--- src/rtl/ladybird_fetch_pkg.sv ---
// Shared fetch definitions: datapath width and the {pc, inst} entry handed to decode.
package ladybird_config;

  localparam int XLEN       = 32;
  localparam int INST_BYTES = 4;

  typedef struct packed {
    logic [XLEN-1:0] pc;
    logic [XLEN-1:0] inst;
  } fetch_entry_t;

endpackage

--- src/rtl/ladybird_fetch_fifo.sv ---
// Small synchronous FIFO with flush; DEPTH must be a power of two so pointers wrap naturally.
module ladybird_fifo #(
  parameter int WIDTH = 64,
  parameter int DEPTH = 4
) (
  input  logic                       clk,
  input  logic                       nrst,
  input  logic                       push,
  input  logic [WIDTH-1:0]           wdata,
  input  logic                       pop,
  input  logic                       flush,
  output logic [WIDTH-1:0]           rdata,
  output logic [$clog2(DEPTH):0]     count,
  output logic                       full,
  output logic                       empty
);

  localparam int AW = $clog2(DEPTH);
  localparam int CW = AW + 1;

  logic [WIDTH-1:0] mem [DEPTH];
  logic [AW-1:0]    rd_ptr;
  logic [AW-1:0]    wr_ptr;
  logic             do_pop;

  assign do_pop = pop & ~empty;
  assign full   = (count == CW'(DEPTH));
  assign empty  = (count == '0);
  assign rdata  = mem[rd_ptr];

  always_ff @(posedge clk) begin
    if (!nrst || flush) begin
      rd_ptr <= '0;
      wr_ptr <= '0;
      count  <= '0;
    end else begin
      if (push)
        wr_ptr <= wr_ptr + AW'(1);
      if (do_pop)
        rd_ptr <= rd_ptr + AW'(1);
      if (push && !do_pop)
        count <= count + CW'(1);
      else if (!push && do_pop)
        count <= count - CW'(1);
    end
  end

  // Storage holds data only; validity is tracked by count, so no reset needed.
  always_ff @(posedge clk) begin
    if (nrst && !flush && push)
      mem[wr_ptr] <= wdata;
  end

endmodule

--- src/rtl/ladybird_fetch.sv ---
// Sequential instruction fetch with one outstanding bridge request and a decode FIFO.
// Optional macro LADYBIRD_FETCH_BYPASS_EN forwards a response straight to out_* when the FIFO is empty.
module ladybird_fetch #(
  parameter int              XLEN     = ladybird_config::XLEN,
  parameter int              DEPTH    = 4,
  parameter logic [XLEN-1:0] RESET_PC = '0
) (
  input  logic            clk,
  input  logic            nrst,
  output logic [XLEN-1:0] pc,
  output logic            pc_valid,
  input  logic            pc_ready,
  input  logic [XLEN-1:0] inst,
  input  logic            inst_valid,
  input  logic            dmem_req,
  input  logic            redirect_valid,
  input  logic [XLEN-1:0] redirect_pc,
  output logic            out_valid,
  input  logic            out_ready,
  output logic [XLEN-1:0] out_pc,
  output logic [XLEN-1:0] out_inst
);

  import ladybird_config::*;

  typedef enum logic [1:0] {IDLE, WAIT, WAIT_DISCARD} state_t;

  localparam int CW = $clog2(DEPTH) + 1;

  state_t            state;
  state_t            state_next;
  logic [XLEN-1:0]   fetch_pc;
  logic [XLEN-1:0]   req_pc;
  logic              issue;
  logic              kept_rsp;
  logic              bypass;
  logic              fifo_push;
  logic              fifo_pop;
  logic              fifo_full;
  logic              fifo_empty;
  logic [CW-1:0]     fifo_count;
  logic [2*XLEN-1:0] fifo_rdata;

  assign pc_valid = nrst & (state == IDLE) & ~fifo_full & ~dmem_req & ~redirect_valid;
  assign pc       = {fetch_pc[XLEN-1:2], 2'b00};
  assign issue    = pc_valid & pc_ready;
  assign kept_rsp = (state == WAIT) & inst_valid & ~redirect_valid;

`ifdef LADYBIRD_FETCH_BYPASS_EN
  assign bypass = kept_rsp & fifo_empty;
`else
  assign bypass = 1'b0;
`endif

  // A bypassed word consumed this cycle never needs a FIFO slot.
  assign fifo_push = kept_rsp & ~(bypass & out_ready);
  assign fifo_pop  = ~fifo_empty & out_ready;

  assign out_valid = ~fifo_empty | bypass;
  assign out_pc    = bypass ? req_pc : fifo_rdata[2*XLEN-1:XLEN];
  assign out_inst  = bypass ? inst   : fifo_rdata[XLEN-1:0];

  always_ff @(posedge clk) begin
    if (!nrst)
      state <= IDLE;
    else
      state <= state_next;
  end

  // A redirect while waiting turns the pending response stale unless it lands now.
  always_comb begin
    state_next = state;
    unique case (state)
      IDLE:         if (issue) state_next = WAIT;
      WAIT:         if (inst_valid) state_next = IDLE;
                    else if (redirect_valid) state_next = WAIT_DISCARD;
      WAIT_DISCARD: if (inst_valid) state_next = IDLE;
      default:      state_next = IDLE;
    endcase
  end

  always_ff @(posedge clk) begin
    if (!nrst)
      fetch_pc <= {RESET_PC[XLEN-1:2], 2'b00};
    else if (redirect_valid)
      fetch_pc <= {redirect_pc[XLEN-1:2], 2'b00};
    else if (issue)
      fetch_pc <= fetch_pc + XLEN'(INST_BYTES);
  end

  always_ff @(posedge clk) begin
    if (issue)
      req_pc <= pc;
  end

  ladybird_fifo #(
    .WIDTH (2*XLEN),
    .DEPTH (DEPTH)
  ) u_fifo (
    .clk   (clk),
    .nrst  (nrst),
    .push  (fifo_push),
    .wdata ({req_pc, inst}),
    .pop   (fifo_pop),
    .flush (redirect_valid),
    .rdata (fifo_rdata),
    .count (fifo_count),
    .full  (fifo_full),
    .empty (fifo_empty)
  );

  a_no_push_full: assert property (@(posedge clk) disable iff (!nrst)
    !(fifo_push && fifo_count == CW'(DEPTH)));

endmodule

--- config.mk ---
export PLATFORM = sky130hd
export DESIGN_NAME = ladybird_fetch
export DESIGN_NICKNAME = d
export VERILOG_FILES = /design/src/rtl/ladybird_fetch_pkg.sv /design/src/rtl/ladybird_fetch_fifo.sv /design/src/rtl/ladybird_fetch.sv
export SDC_FILE = /design/constraint.sdc
export NUM_CORES = 1
export LEC_CHECK = 0
export CORE_ASPECT_RATIO = 0.75
export CORE_MARGIN = 2
export CORE_UTILIZATION = 25
export CTS_BUF_LIST = sky130_fd_sc_hd__clkbuf_4
export DETAILED_ROUTE_END_ITERATION = 10
export PLACE_DENSITY = 0.42
export SLEW_MARGIN = 15
export SYNTH_ARGS = -nofsm -noshare
export SYNTH_HDL_FRONTEND = slang
export SYNTH_SLANG_ARGS = --single-unit
--- constraint.sdc ---
create_clock -name clk -period 6 [get_ports clk]
set_clock_uncertainty 0.05 [all_clocks]
set_input_delay 0.9 -clock clk [delete_from_list [all_inputs] [get_ports clk]]
set_output_delay 0.9 -clock clk [all_outputs]
set_load 0.05 [all_outputs]
Yosys cells after proc, flatten, opt, wreduce, memory -nomap -nowiden

Memory sizes are Yosys's and may differ from the RTL's. A register that Yosys moved wholly into a read port is not among the register bits.
Index checks and enable logic that the tools add are counted.

Input bits: 71
Memories: 1
Memory bits (writable): 248
Bits in registers: 71
Output and inout port bits: 98
Logic and storage cells: 61

Memory list:

| memory     | words | width | read ports | clocked after memory_dff | write ports | RTL line                  | source |
|---|---|---|---|---|---|---|---|
| u_fifo.mem | 4     | 62    | 1          | 1                        | 1           | ladybird_fetch_fifo.sv:21 | `logic [WIDTH-1:0] mem [DEPTH];` |

Add/subtract/negate cells: 5
Reductions and logical operators: 15
Bitwise operators: 14
Eq/ne operators: 6
Multiplexer cells: 13

Operator list:

| cell                    | number |
|---|---|
| $mux W32                | 2 |
| $add A32 B3 Y32 const B | 1 |
| $mux W2                 | 6 |
| $and A1 B1 Y1           | 9 |
| $mux W3                 | 2 |
| $pmux W2 S3             | 1 |
| $not A1 Y1              | 5 |
| $add A2 B1 Y2 const B   | 2 |
| $logic_and A1 B1 Y1     | 4 |
| $logic_not A1 Y1        | 4 |
| $ne A2 B2 Y1 const B    | 2 |
| $reduce_bool A2 Y1      | 2 |
| $add A3 B1 Y3 const B   | 1 |
| $eq A3 B3 Y1 const B    | 1 |
| $logic_not A3 Y1        | 1 |
| $ne A3 B3 Y1 const B    | 1 |
| $reduce_and A3 Y1       | 1 |
| $sub A3 B1 Y3 const B   | 1 |
| $eq A2 B1 Y1 const B    | 1 |
| $eq A2 B2 Y1 const B    | 1 |
| $logic_not A2 Y1        | 1 |
| $mux W1                 | 2 |
| $reduce_or A2 Y1        | 1 |
| $logic_or A1 B1 Y1      | 1 |

Logic depth before layout (Yosys ltp)

Depth after elaboration: 8
Mapped depth: 9
Gate-level depth less buffers: 9

By module

From an unflattened synthesis, not the netlist that was laid out.

Cell total of the unflattened synthesis: 677
Area, all modules: 12664.6 µm²

By module, submodules not included:

| module         | sequential area each (µm²) | times used | area each (µm²) | cells an instance |
|---|---|---|---|---|
| ladybird_fifo  | 7867.5                     | 1          | 9760.6          | 380 |
| ladybird_fetch | 1541.5                     | 1          | 2904.0          | 297 |

Worst setup path after synthesis

No wires, ideal clock.

Path type: input to register
Start: input port redirect_valid
End: memory u_fifo.mem[0][0] (netlist bit), enable pin
Slack: 2.221 ns
Required time: 5.523 ns
Data arrival time: 3.303 ns
Cell stages on the path: 6
Path buffers: 2
Setup time: 0.427 ns
Cell sequence: clkbuf_1 inv_1 clkbuf_1 nand2_1 nor2_1 and2_1

Cells in the longest elaborated chain, start to end: 5
Elaborated cells between the ends (all ways): 7
Classes of those cells: mux (2); bitwise (2); reduce/logical (3)

RTL lines:

| element                                              | RTL line                                        | source |
|---|---|---|
| start, declared                                      | ladybird_fetch.sv:16                            | `input logic redirect_valid,` |
| $not A1 Y1 or $logic_not A1 Y1 (tied branches)       | ladybird_fetch.sv:47, ladybird_fetch_fifo.sv:50 |  |
| $and A1 B1 Y1 or $logic_and A1 B1 Y1 (tied branches) | ladybird_fetch.sv:47, ladybird_fetch_fifo.sv:50 |  |
| $logic_and A1 B1 Y1 (*)                              | ladybird_fetch_fifo.sv:50                       | `if (nrst && !flush && push)` |
| $mux W1 (*)                                          | ladybird_fetch_fifo.sv:50                       |  |
| $mux W1 (not written as such) (*)                    | ladybird_fetch_fifo.sv:51                       | `mem[wr_ptr] <= wdata;` |
| end, declared                                        | ladybird_fetch_fifo.sv:21                       |  |

Mark *: on every way between the ends. The rest lies on a longest branch, timed or not.

==> metrics.yaml <==
die_area_sq_mm: 0.05052
arrival_ns: 3.50
yosysTopAreaCell: "edfxtp_1"
clk_latency_ns: 0.73
ys_warn_count: 0
die_h_um: 195.1
io_buffer_count: 162
power_density_mw_per_mm2: 293.6
dp_hpwl_mm: 19.08
pwr-share-comb: 0.044
start_util: 0.2515
synth_cells: 642
overflow: 0
synthFlopType: "edfxtp_1"
via_count: 7039
switching_share: 0.2281
cts_resized: 0
peakVddDrop_mv: 0.1210
clockPowerShare: 0.424
cts_made_buffers: 85
synth_cell_type_count: 50
synth_edf_count: 278
max-slew-margin-rel: 0.3271
die_w_um: 258.9
h-tree-depth: 3
register_area_sq_mm: 0.009176
power.switching_uw: 1052
postCtsSetupBuffers: 0
max_stage_delay_ns: 1.00
rsz0062_at_grt: "no"
grt_pass1_wl_mm: 46.85
fp.coreArea_sq_mm: 0.04843
synth.ff_latch_count: 319
drt_iter0_markers: 419
crit_fanout: 41
avgViaCountPerCell: 4.427
multiInputGateArea_sq_mm: 0.002839
hold_ws_ns: 0.4375
synth_area_leaders: "edfxtp_1 69%, mux4_2 11%, dfxtp_1 6.7%"
path_class: "reg -> out"
internal-power_uw: 3561
grt_max_degree: 57
drive_gt1_frac: 0.2327
layout_min_cycle_time_ns: 4.451
start_kind: "flop"
end_kind: "primary output"
crit_chain: "buf_4, mux4_2, clkdlybuf4s50_1"
grt_pass1_vias: 7325
cap_viol_max_count: 0
required_ns: 5.05
leakage_uw: 0.004929
cts_hold_buffers: 0
nFillCells: 4755
synth_async_sr_flop_share: 0
nNetsFinal: 952
critical_path_buf_inv_count: 2
drt_pre_antenna_iters: 4
synth_top_area_frac: 0.6854
routed_wl_mm: 31.56
setup_tns_ns: 0
finalSetupViolations: 0
yosysMostFrequentCell: "edfxtp_1"
report.final.slew_viol_count: 0
synth_area_per_cell_sq_um: 18.97
path_clk_slew_ns: 0.06
antenna_found_initial: 3
finalCritPeriodShare: 0.7419
cp_top_family: "buffers and inverters"
crit_slowest_cell: "dfxtp_4"
cts_tree: "built"
clock_sinks: 319
drcViolationCount: 0
tightest_slew_ns: 1.009
area.growth.synth_to_final_pct: 29.02
avgRoutedWirePerCell_um: 19.85
status: "complete, no violations"
io_pins: 169
yosysSeqAreaShare: 0.7528
final_antenna_net_count: 0
clk_path_buf_depth: 3
fmax_ghz: 0.2246
syn_area_sq_mm: 0.01218
cts_root_buf: "clkbuf_4"
std_cell_rows: 70
finalHoldViolCount: 0
min_path_type: "reg -> reg"
gp_congestion: 0.7353
synth_commonest_cells: "278 x edfxtp_1, 62 x mux4_2, 41 x dfxtp_1"
grt_use_total: 0.1260
pwr-share-seq: 0.532
layout by cell type (no fill, tap or decap), drive strengths merged, types with 7 or more instances in the layout:
master | Yosys | final
buf | 13 | 15
inv | 9 | 11
clkinv | 1 | 23
o311ai | 7 | 7
clkdlybuf4s50 | 0 | 162
nand3 | 14 | 14
dfxtp | 41 | 41
mux4 | 62 | 62
nor2 | 13 | 13
o31ai | 8 | 8
nand4 | 11 | 11
nand2 | 29 | 29
clkbuf | 22 | 128
or4 | 16 | 16
or3 | 10 | 10
a31oi | 19 | 19
edfxtp | 278 | 278
o21ai | 11 | 11
flip-flops by register name (all words and copies together), names as in the netlist, named ones only:
name,flops
fetch_pc,30
u_fifo.mem,248
u_fifo.count,3
u_fifo.rd_ptr,2
state,2
u_fifo.wr_ptr,2
req_pc,30
final timing paths:
kind | from | to | slack [ns] | cells after the start
setup / recovery | flop | out_inst[6] | 1.55 | 3
hold / removal | req_pc[27] | u_fifo.mem[0][57] | 0.44 | 0
setup reg to reg | state[0] | u_fifo.mem[0][7] | 3.29 | 5
hold reg to reg | req_pc[27] | u_fifo.mem[0][57] | 0.44 | 0
final cells by class:
cell class                      instances  area share
Antenna cell                            1   0.0001592
Clock buffer                          128     0.06115
Clock inverter                         26    0.009714
Inverter                               10    0.002389
Multi-Input combinational cell        281      0.1807
Sequential cell                       319      0.5840
Tap cell                              648     0.05160
Timing Repair Buffer                  177      0.1104
logic make-up after synthesis:
logic type,count (synthesis),share of synthesized area
adder cells (fa/ha/maj),7,0.007808
other,1,0.0003079
buffers and inverters,45,0.01582
flip-flops,319,0.7528
XOR/XNOR,7,0.005034
AO/OA/AOI/OAI,72,0.04222
AND/OR/NAND/NOR,127,0.05969
multiplexers,64,0.1163
per-layer routing:
layer,vias up,part of all wire,GRT usage
li1,3200,-,-
met1,3541,0.48,0.1783
met2,241,0.42,0.1783
met3,55,0.076,0.04439
met4,2,0.018,0.04325
met5,-,0.00041,0
through the flow:
| stage | area [sq um] | setup slack [ns] | util | total power, uW | instances |
|---|---|---|---|---|---|
| after CTS | 15710 | 1.285 | 0.3244 | 4708 | 1589 |
| after global placement | 14600 | 2.063 | 0.3014 | 2706 | 1435 |
| after floorplan | 12190 | 2.221 | - | 2588 | 645 |
| after detailed placement | 14600 | 2.076 | 0.3014 | 2706 | 1435 |
| final | 15710 | 1.549 | 0.3244 | 4614 | 1590 |
| after global routing | 15710 | 1.182 | 0.3244 | 4837 | 1590 |
power by group through the flow:
stage                     registers, uW  clock network (uW)  logic, uW
after global routing               2460                2170        216
after global placement             2500                   0        204
after floorplan                    2530                   0       59.1
after detailed placement           2500                   0        204
after CTS                          2450                2050        205
final                              2450                1960        204
Note: power is estimated with default switching activity, not from simulation.
==> RTL edit 1 (config.mk and constraints unchanged) <==
Change the package constant `XLEN` from 32 to 28.
--- a/src/rtl/ladybird_fetch_pkg.sv
+++ b/src/rtl/ladybird_fetch_pkg.sv
@@ -1,7 +1,7 @@
 // Shared fetch definitions: datapath width and the {pc, inst} entry handed to decode.
 package ladybird_config;
 
-  localparam int XLEN       = 32;
+  localparam int XLEN       = 28;
   localparam int INST_BYTES = 4;
 
   typedef struct packed {
Interface: changed (5 resized); port bits go from 169 to 149. The function was not compared with the original's and may differ.
==> RTL edit 1 against the original RTL <==
  * Final area shrank 13%
  * Combinational power fell by 14%
  * Synthesized area decreased by 12%
  * Routed wire length down 17%
  * Final cell count is 12% lower
  * Utilization hardly changed
  * Critical path depth is the same
  * Setup slack gained 0.056 ns
  * Sequential cell count fell by 40
  * Clock power shrank 16%
  * Via count fell by 12%
  * Power decreased by 14%
  * Synthesized cell count down 9.3%
==> RTL edit 1: results (changes against the original RTL) <==
leakagePower_nw: 4.37  # -11%
netlist_instances: 582  # -9.3%
slew_headroom: 0.338  # +0.0105
grt_max_degree: 55  # -3.5%
pre_cts_ws_ns: 1.81  # -0.268 ns
drive_above_1_share: 0.222  # -0.0104
grt_pass1_wl_mm: 38.9  # -17%
insertion_delay_ns: 0.68  # -0.05 ns
cts_made_buffers: 72  # -15%
dp_hpwl_mm: 15.5  # -19%
status: "completed"
drt_pre_antenna_iters: 7  # +3
vdd.ir_drop.worst_v: 0.000112  # -7.3%
io_buffers: 142  # -12%
critPathMaxFanout: 36  # -12%
muxShareOfSynthArea: 0.122  # +0.00556
internal_power_mw: 3.07  # -14%
synth_compound_area_frac: 0.0357  # -0.00652
reg_top3: "u_fifo.mem: 216 flops, fetch_pc: 26 flops, req_pc: 26 flops"
synth_seq_area_share: 0.749  # -0.00367
grt_util_all_layers: 0.118  # -0.00781
place.gp.congestion: 0.755  # +2.6%
vias: 6162  # -12%
ys_top_cells_by_area: "edfxtp_1 68%, mux4_2 11%, dfxtp_1 6.9%"
vias_per_cell: 4.42  # -0.22%
wl_per_cell_um: 18.8  # -5.3%
[RTL edit 1: cell types whose count changed after synthesis, moves of 6 or more]
cell      unedited run  this run
edfxtp_1           278       242
nor2_1              13        30
or4_1               16         1
a21oi_1              4        17
a31oi_1             19         6
mux4_2              62        54
nand2_1             29        21
o21ai_0             11        19
o31ai_1              8         0
clkbuf_1            22        16
nor3_1               2         8
[RTL edit 1: final timing paths]
check | start | endpoint | slack [ns] | cells past startpoint
worst max-delay path | flop | out_inst[0] | 1.60 | 3
worst min-delay path | req_pc[3] | u_fifo.mem[1][29] | 0.44 | 0
worst max register to register | u_fifo.count[0] | fetch_pc[19] | 3.10 | 7
worst min register to register | req_pc[3] | u_fifo.mem[1][29] | 0.44 | 0
[RTL edit 1: power by group through the flow]
stage / Sequential [mW] / Combinational (mW) / Clock [mW]
finish: 2.14 / 0.176 / 1.64
floorplan: 2.21 / 0.0561 / 0
detailed placement: 2.18 / 0.177 / 0
global route: 2.14 / 0.187 / 1.81
CTS: 2.14 / 0.178 / 1.72
global placement: 2.18 / 0.175 / 0
[RTL edit 1: routing by layer]
layer	part of all wire	vias to the layer above	GRT usage
met5	0	-	0
li1	-	2771	-
met1	0.43	3095	0.150
met2	0.47	242	0.188
met4	0.022	0	0.0471
met3	0.074	54	0.0389
[RTL edit 1: logic make-up (layout without fill, tap and decap cells)]
logic type      Yosys count  count (layout)
fa+ha+maj                 7               7
xor+xnor                  8               8
buf+inv                  42             280
mux                      62              62
compound gates           62              62
flops                   279             279
other cells               1               7
simple gates            121             121
[RTL edit 1: final cells by class]
class / instances / area (um^2)
Antenna cell: 3 / 7.51
Multi-Input combinational cell: 264 / 2510
Sequential cell: 279 / 8020
Clock buffer: 105 / 788
Inverter: 11 / 46.3
Clock inverter: 18 / 128
Timing Repair Buffer: 146 / 1450
Tap cell: 569 / 712
Fill cell: 4212 / 28500
[RTL edit 1: through the flow]
step	hold slack (ns)	power, mW	instance area (um^2)	utilization
2_1_floorplan	0.396	2.26	10700	-
3_3_place_gp	0.416	2.35	12700	0.302
3_5_place_dp	0.432	2.36	12700	0.302
4_1_cts	0.431	4.03	13600	0.324
5_1_grt	0.455	4.14	13700	0.324
6_report	0.443	3.95	13700	0.324
[RTL edit 1: critical path: stages (launching register included)]
cell and delay [ns]:
dfxtp_4 0.91, buf_4 0.50, mux4_2 0.59, clkdlybuf4s50_1 0.72
==> RTL edit 2 (config.mk and constraints unchanged) <==
Made on the original files. Re-encode `state_t` (3 states) as one-hot, 3 bits wide.
--- a/src/rtl/ladybird_fetch.sv
+++ b/src/rtl/ladybird_fetch.sv
@@ -23,7 +23,7 @@
 
   import ladybird_config::*;
 
-  typedef enum logic [1:0] {IDLE, WAIT, WAIT_DISCARD} state_t;
+  typedef enum logic [2:0] {IDLE = 3'b001, WAIT = 3'b010, WAIT_DISCARD = 3'b100} state_t;
 
   localparam int CW = $clog2(DEPTH) + 1;
 
Function: same outputs for any inputs over 4 cycles, from zero or initial values and one cycle with nrst low; so few cycles prove little.
==> RTL edit 2 against the original RTL <==
  * Routed wire length fell by 0.82%
  * Setup slack improved by 0.040 ns
  * Count of clock-buffer cells in the layout rose by 7
  * Final area rose by 0.65%
  * Fmax rose by 0.90%
  * Synthesized area rose by 0.60%
  * Power fell by 0.20%
  * First-iteration DRC count rose by 17%
  * Sequential cell count rose by 1
  * Largest cell class unchanged
==> RTL edit 2: results (changes against the original RTL) <==
tightest_slew_ns: 0.968  # -0.0413 ns
status: "completed"
maxCapViolCount: 0  # unchanged
drt_pre_antenna_iters: 5  # +1
cp_slowest_stage_delay_ns: 0.86  # -0.14 ns
drive_above_1_share: 0.246  # +0.0131
cp_data_arrival_time_ns: 3.46  # -0.04 ns
hold_path_end: "u_fifo.mem[0][32]"
slowest_stage: "dfxtp_4"
leakagePower_nw: 5.08  # +3.1%
first_global_vias: 7265  # -0.82%
clock_path_buffers: 3  # unchanged
instances_no_fill: 1609  # +1.2%
fin_nets: 968  # +1.7%
dp.cells: 1449  # +0.98%
hold_slack_ns: 0.445  # +0.00736 ns
antenna_found_initial: 2  # -1
grt_pass1_wl_mm: 46.5  # -0.75%
ff2ff_path_depth: 6  # +1
ys_top_cells_by_area: "edfxtp_1 68%, mux4_2 11%, dfxtp_1 6.9%"
fill_cells: 4790  # +0.74%
vdd.ir_drop.worst_v: 0.000115  # -5.3%
place_area_mm2: 0.0147  # +0.61%
cts_made_buffers: 87  # +2.4%
place.gp.congestion: 0.712  # -3.2%
hp-start: "req_pc[2]"
yosysUniqueCellTypes: 58  # +16%
r2r_setup_slack_ns: 2.98  # -0.31 ns
synth_seq_area_share: 0.750  # -0.00283
critPathMaxFanout: 33  # -20%
grt_max_degree: 43  # -25%
swShare: 0.227  # -0.000740
reg2reg_to: "fetch_pc[22]"
drt-initial-drc-count: 489  # +17%
critPathCapture: "out_inst[12]"
grt_util_all_layers: 0.125  # -0.000898
r2r-start: "u_fifo.count[0]"
cp-start-kind: "flop"
synth_common_cells: "278 x edfxtp_1, 62 x mux4_2, 42 x dfxtp_1"
vias_per_cell: 4.36  # -1.5%
wl_per_cell_um: 19.5  # -2.0%
RTL edit 2: layout make-up:
| cell class | count | area share |
|---|---|---|
| inverters | 13 | 0.00309 |
| clock inverters | 20 | 0.00657 |
| diodes | 5 | 0.000791 |
| repair buffers | 174 | 0.111 |
| clock buffers | 135 | 0.0641 |
| multi-input cells | 294 | 0.182 |
| flip-flops and latches | 320 | 0.581 |
| well taps | 648 | 0.0513 |
RTL edit 2: logic make-up after synthesis:
group,after synthesis,share of synthesized area
DFF,320,0.750
other,1,0.000306
AOI/OAI and AO/OA,81,0.0412
and+or+nand+nor,124,0.0584
xor gates and xnor gates,12,0.00858
buffers and inverters,46,0.0165
muxes,66,0.117
adders and majority gates,7,0.00776
RTL edit 2: power groups by stage:
stage          logic (mW)  clock network [mW]  registers (mW)
2_1_floorplan      0.0483                   0            2.53
3_3_place_gp        0.186                   0            2.50
3_5_place_dp        0.185                   0            2.50
4_1_cts             0.186                2.06            2.45
5_1_grt             0.196                2.18            2.46
6_report            0.184                1.97            2.45
RTL edit 2: per-layer routing:
metal / GRT usage / up-vias / routed length [um]
met5: 0 / - / 0
met1: 0.176 / 3496 / 15100
met4: 0.0470 / 0 / 830
met3: 0.0453 / 75 / 2080
met2: 0.176 / 252 / 13300
li1: - / 3193 / -
RTL edit 2: metrics by stage:
| stage | util | setup slack, ns |
|---|---|---|
| 2_1_floorplan | - | 2.52 |
| 3_3_place_gp | 0.302 | 1.70 |
| 4_1_cts | 0.325 | 1.33 |
| 6_report | 0.325 | 1.59 |
| 5_1_grt | 0.325 | 1.21 |
| 3_5_place_dp | 0.302 | 1.68 |
